===== src/rtl/pipe_pkg.sv =====
// Shared definitions for the valid/ready pipeline register chain.
// Build option: PIPE_SKID_EN adds a one-entry skid register per slot.
package pipe_pkg;

  localparam int PIPE_MAX_DEPTH = 8;

`ifdef PIPE_SKID_EN
  localparam int PIPE_SLOT_CAP = 2;
`else
  localparam int PIPE_SLOT_CAP = 1;
`endif

  // Occupancy flags of one slot; skid stays 0 without PIPE_SKID_EN.
  typedef struct packed {
    logic valid;
    logic skid;
  } slot_flags_t;

  function automatic int clog2(input int n);
    int r;
    r = 0;
    while ((1 << r) < n) r++;
    return r;
  endfunction

endpackage


===== src/rtl/pipe_stage_cell.sv =====
// One pipeline slot: valid flag, data register and, with PIPE_SKID_EN,
// a skid entry. Ports: in_* upstream handshake, out_* downstream, occ 0..2.
module pipe_stage_cell
  import pipe_pkg::*;
#(
  parameter int               WIDTH      = 64,
  parameter logic [WIDTH-1:0] RESET_DATA = '0
) (
  input  logic             clk,
  input  logic             reset,
  input  logic             flush,
  input  logic             in_valid,
  output logic             in_ready,
  input  logic [WIDTH-1:0] in_data,
  output logic             out_valid,
  input  logic             out_ready,
  output logic [WIDTH-1:0] out_data,
  output logic [1:0]       occ
);

  slot_flags_t      flags_q, flags_d;
  logic [WIDTH-1:0] data_q, data_d;
  logic             accept;

`ifdef PIPE_SKID_EN
  logic [WIDTH-1:0] skid_q, skid_d;
  logic             leave;

  // Ready is purely registered: the slot takes a beat whenever
  // the skid entry is free, even if downstream stalls.
  always_comb begin
    in_ready = ~flags_q.skid;
    accept   = in_valid & in_ready;
    leave    = flags_q.valid & out_ready;
    flags_d  = flags_q;
    data_d   = data_q;
    skid_d   = skid_q;
    if (flush) begin
      flags_d = '0;
      data_d  = RESET_DATA;
      skid_d  = RESET_DATA;
    end else if (flags_q.skid) begin
      // skid drains into the main slot before new input
      if (leave) begin
        data_d       = skid_q;
        flags_d.skid = 1'b0;
      end
    end else if (~flags_q.valid | leave) begin
      flags_d.valid = accept;
      if (accept) data_d = in_data;
    end else if (accept) begin
      flags_d.skid = 1'b1;
      skid_d       = in_data;
    end
  end

  always_ff @(posedge clk) begin
    if (reset) skid_q <= RESET_DATA;
    else       skid_q <= skid_d;
  end
`else
  always_comb begin
    in_ready = ~flags_q.valid | out_ready;
    accept   = in_valid & in_ready;
    flags_d  = flags_q;
    data_d   = data_q;
    if (flush) begin
      flags_d = '0;
      data_d  = RESET_DATA;
    end else if (accept) begin
      flags_d.valid = 1'b1;
      data_d        = in_data;
    end else if (out_ready) begin
      flags_d.valid = 1'b0;
    end
  end
`endif

  always_ff @(posedge clk) begin
    if (reset) begin
      flags_q <= '0;
      data_q  <= RESET_DATA;
    end else begin
      flags_q <= flags_d;
      data_q  <= data_d;
    end
  end

  assign out_valid = flags_q.valid;
  assign out_data  = data_q;
  assign occ = {1'b0, flags_q.valid} + {1'b0, flags_q.skid};

endmodule


===== src/rtl/pipe_stage_chain.sv =====
// DEPTH chained pipeline slots with valid/ready, flush and occupancy.
// Ports: clk, reset, flush, in_valid/in_ready/in_data,
// out_valid/out_ready/out_data, occupancy. Option macro: PIPE_SKID_EN.
module pipe_stage_chain
  import pipe_pkg::*;
#(
  parameter int               WIDTH      = 64,
  parameter int               DEPTH      = 1,
  parameter logic [WIDTH-1:0] RESET_DATA = '0,
  localparam int              CAP        = DEPTH * PIPE_SLOT_CAP,
  localparam int              OCC_W      = clog2(CAP + 1)
) (
  input  logic             clk,
  input  logic             reset,
  input  logic             flush,
  input  logic             in_valid,
  output logic             in_ready,
  input  logic [WIDTH-1:0] in_data,
  output logic             out_valid,
  input  logic             out_ready,
  output logic [WIDTH-1:0] out_data,
  output logic [OCC_W-1:0] occupancy
);

  if (DEPTH < 1 || DEPTH > PIPE_MAX_DEPTH) begin : g_bad_depth
    $error("pipe_stage_chain: DEPTH must be 1..%0d", PIPE_MAX_DEPTH);
  end

  // Link k sits in front of cell k; link DEPTH is the chain output.
  logic             c_valid [DEPTH+1];
  logic             c_ready [DEPTH+1];
  logic [WIDTH-1:0] c_data  [DEPTH+1];
  logic [1:0]       c_occ   [DEPTH];
  logic [OCC_W-1:0] occ_sum;

  assign c_valid[0]     = in_valid;
  assign c_data[0]      = in_data;
  assign c_ready[DEPTH] = out_ready;

  for (genvar i = 0; i < DEPTH; i++) begin : g_cell
    pipe_stage_cell #(
      .WIDTH      (WIDTH),
      .RESET_DATA (RESET_DATA)
    ) u_cell (
      .clk       (clk),
      .reset     (reset),
      .flush     (flush),
      .in_valid  (c_valid[i]),
      .in_ready  (c_ready[i]),
      .in_data   (c_data[i]),
      .out_valid (c_valid[i+1]),
      .out_ready (c_ready[i+1]),
      .out_data  (c_data[i+1]),
      .occ       (c_occ[i])
    );
  end

  always_comb begin
    occ_sum = '0;
    for (int i = 0; i < DEPTH; i++) begin
      occ_sum = occ_sum + OCC_W'(c_occ[i]);
    end
  end

  // A flushing chain never accepts the beat on offer.
  assign in_ready  = c_ready[0] & ~flush;
  assign out_valid = c_valid[DEPTH];
  assign out_data  = c_data[DEPTH];
  assign occupancy = occ_sum;

endmodule


===== config.mk =====
export PLATFORM = sky130hd
export DESIGN_NAME = pipe_stage_chain
export DESIGN_NICKNAME = d
export VERILOG_FILES = /design/src/rtl/pipe_pkg.sv /design/src/rtl/pipe_stage_cell.sv /design/src/rtl/pipe_stage_chain.sv
export SDC_FILE = /design/constraint.sdc
export NUM_CORES = 1
export LEC_CHECK = 0
export CAP_MARGIN = 20
export CORE_ASPECT_RATIO = 0.8
export CORE_MARGIN = 3
export CORE_UTILIZATION = 25
export CTS_CLUSTER_SIZE = 24
export DETAILED_ROUTE_END_ITERATION = 8
export PLACE_DENSITY = 0.59
export SYNTH_ARGS = -nofsm -noshare
export SYNTH_HDL_FRONTEND = slang
export SYNTH_HIERARCHICAL = 1
export SYNTH_SLANG_ARGS = --single-unit

===== constraint.sdc =====
create_clock -name clk -period 2.7 [get_ports clk]
set_input_delay 0.675 -clock clk [delete_from_list [all_inputs] [get_ports clk]]
set_output_delay 0.675 -clock clk [all_outputs]
set_load 0.05 [all_outputs]

---- Word level (Yosys, flattened, before mapping) ----
Cells that the tools add are included.
storage, ports and cells
  bits in registers ....................... 65
  input bits .............................. 69
  output and inout bits ................... 67
  logic and storage cells ................. 11
cells by class
  muxes and demuxes ....................... 2
  bitwise logic cells ..................... 5
  reductions and logical operators ........ 2
operators by type and width
  operator            number
  AND 1 bit           2
  2-to-1 mux 1 bit    2
  inverter 1 bit      2
  nonzero test 2 bit  1
  OR reduction 2 bit  1
  bitwise OR 1 bit    1

---- Longest topological paths before layout ----
  depth after elaboration ................. 4
  gate-level depth with buffers ........... 5
  gate-level depth less buffers ........... 3

---- Hierarchy ----
Netlist, hierarchy kept.
by module, submodules not included
  module            instances  cells each  area an instance (um2)  sequential area each (um2)
  pipe_stage_cell   1          300         2763.9                  1301.2
  pipe_stage_chain  1          1           13.8                    0.0

---- Least setup slack after synthesis ----
No wires, ideal clock.
  path kind ............................... input -> output
  from .................................... in out_ready
  to ...................................... out in_ready
  arrival time ............................ 1430 ps
  data required time ...................... 2025 ps
  slack ................................... 595 ps
  stages on the path ...................... 3
  buffers on the path ..................... 1
  cells stage by stage .................... nand2b_4 -> clkbuf_1 -> nor2b_4
RTL lines
  item         line                    text
  from (decl)  pipe_stage_chain.sv:20  input logic out_ready,
  to (decl)    pipe_stage_chain.sv:17  output logic in_ready,

---- Worst setup path after layout ----
  from .................................... reg g_cell[0].u_cell.flags_q, in the netlist g_cell[0].u_cell/out_valid
  to ...................................... out out_valid
RTL lines
  item                    line                    text
  from (decl)             pipe_stage_cell.sv:21   slot_flags_t flags_q, flags_d;
  from (signal assigned)  pipe_stage_cell.sv:84   flags_q <= flags_d;
  to (decl)               pipe_stage_chain.sv:19  output logic out_valid,
No word-level cell between the ends.

==> results_dict.tcl <==
set metrics [dict create \
    critical_path_class "reg2out" \
    insertion_delay_ps 320 \
    routed_wl_um 8069 \
    grt_use_total 0.1330 \
    critPathBufInv 1 \
    period_needed_ps 2294 \
    gr-total-overflow 0 \
    cts_resized 0 \
    rsz0062_at_grt "no" \
    p_int_mw 1.845 \
    clk_pin_slew_ps 50 \
    avgViaCountPerCell 4.680 \
    switching_share 0.2675 \
    critPathLaunchType "flop" \
    grt_max_degree 84 \
    clock_path_buffers 2 \
    drt_iter0_markers 117 \
    path_max_fanout 3 \
    antenna_found_initial 0 \
    syn_avg_cell_area_um2 9.252 \
    setup_viol 0 \
    endpoint_kind "output port" \
    fin_area_mm2 0.004451 \
    initial_core_util 0.2627 \
    drive_gt1_frac 0.2085 \
    hold_class "reg2reg" \
    synth.cell_area_mm2 0.002766 \
    dp_hpwl_um 5545 \
    setup_ws_ps 405.5 \
    clkSinkCount 65 \
    cpLargestDelayFamily "buffers and inverters" \
    ant_nets 0 \
    die_area_mm2 0.01237 \
    path_cells "clkdlybuf4s50_1" \
    power.density_mw_per_mm2 565.8 \
    synth_cells 299 \
    tritoncts.num_buffers 9 \
    cts_tree "built" \
    syn_nets 368 \
    worst_pin_slew_ps 543.5 \
    grt_pass1_wl_um 13120 \
    drv_slew 0 \
    numPortBuffers 135 \
    dp_cells 546 \
    p_comb_frac 0.175 \
    hold_viol 0 \
    p_leak_nw 1.536 \
    cap_violations 0 \
    critical-path-max-stage-delay_ps 850 \
    io_pins 136 \
    core-area_mm2 0.01053 \
    pwr-share-clk 0.423 \
    postCtsSetupBuffers 0 \
    setup-tns-final_ps 0 \
    total_power_mw 2.518 \
    outcome "completed" \
    post-place-ws_ps 450.1 \
    cts_max_level 3 \
    gp_congestion 0.7001 \
    power_switching_uw 673.5 \
    worst_path_max_delay_cell "clkdlybuf4s50_1" \
    grt_pass1_vias 2598 \
    wire_per_inst_um 14.36 \
    fin_cells 562 \
    dr.pass1.iters 6 \
    diodes 0 \
    ir_drop_mv 0.2377 \
    fp.dieW_um 123.6 \
    drc 0 \
    place_area_mm2 0.004175 \
    area_delta_synth_final_pct 60.88 \
    vias 2630 \
    finClkSkew_ps 1.962 \
    finalCritPeriodShare 0.8498 \
    worstPathArrival_ps 1620 \
    fp.dieH_um 100.1 \
    timing.hold.ws_ps 453.1 \
    nets 486 \
    utilization 0.4227 \
    rows 33 \
    pwr-share-seq 0.402 \
    synth_warnings 6 \
    relSlewSlack 0.6365 \
    root_buffer "clkbuf_16" \
    worst_ep_required_time_ps 2030 \
    max_freq_ghz 0.4358 \
    ctsHoldBuffers 0 \
]
[placed cells by master (no fill, tap or decap)]
cell type        instances
buf_4                    5
clkbuf_16                9
nor2b_4                  1
dfxtp_1                 65
clkdlybuf4s50_1        133
nand2_1                 64
buf_12                   4
o21ai_2                 60
o21ai_1                  4
clkbuf_1                 2
nand2b_4                 1
a21boi_1                 1
inv_1                    1
and2_4                   1
buf_2                    1
clkbuf_8                 2
clkinv_2                 3
nand4_1                 64
nor2_4                   1
[area by class of cell]
type / instances / area [µm²]
fill: 1035 / 6078
timing repair buffer: 143 / 1454
sequential: 65 / 1301
multi-input combinational: 197 / 1241
clock buffer: 13 / 260.3
tap: 140 / 175.2
clock inverter: 3 / 15.01
inverter: 1 / 3.754
[sequential cells by signal, summed over array words and instances, names as in the netlist]
name,flops
g_cell.u_cell/out_data,64
g_cell.u_cell/out_valid,1
[metal layers]
layer  up-vias  share of wire  track usage
met1      1213           0.45       0.1708
met3         5           0.11      0.06930
met4         0         0.0043      0.04085
met5         -              0            0
met2        93           0.43       0.1928
li1       1319              -            -
[power groups by stage]
stage	registers, mW	clock network [mW]	logic [mW]
5_1_grt	1.01	1.15	0.467
6_report	1.01	1.07	0.441
4_1_cts	1.01	1.11	0.446
3_5_place_dp	1.03	0	0.444
3_3_place_gp	1.03	0	0.443
2_1_floorplan	1.14	0	0.140
[worst paths after layout]
kind,startpoint,endpoint,slack (ps),cells past startpoint
setup reg to reg,g_cell[0].u_cell/out_valid,g_cell[0].u_cell/out_data[26],1540,4
setup / recovery,g_cell[0].u_cell/out_valid,out_valid,410,1
hold / removal,g_cell[0].u_cell/out_data[59],g_cell[0].u_cell/out_data[59],450,2
hold reg to reg,g_cell[0].u_cell/out_data[59],g_cell[0].u_cell/out_data[59],450,2
(Power assumes the default switching activity.)
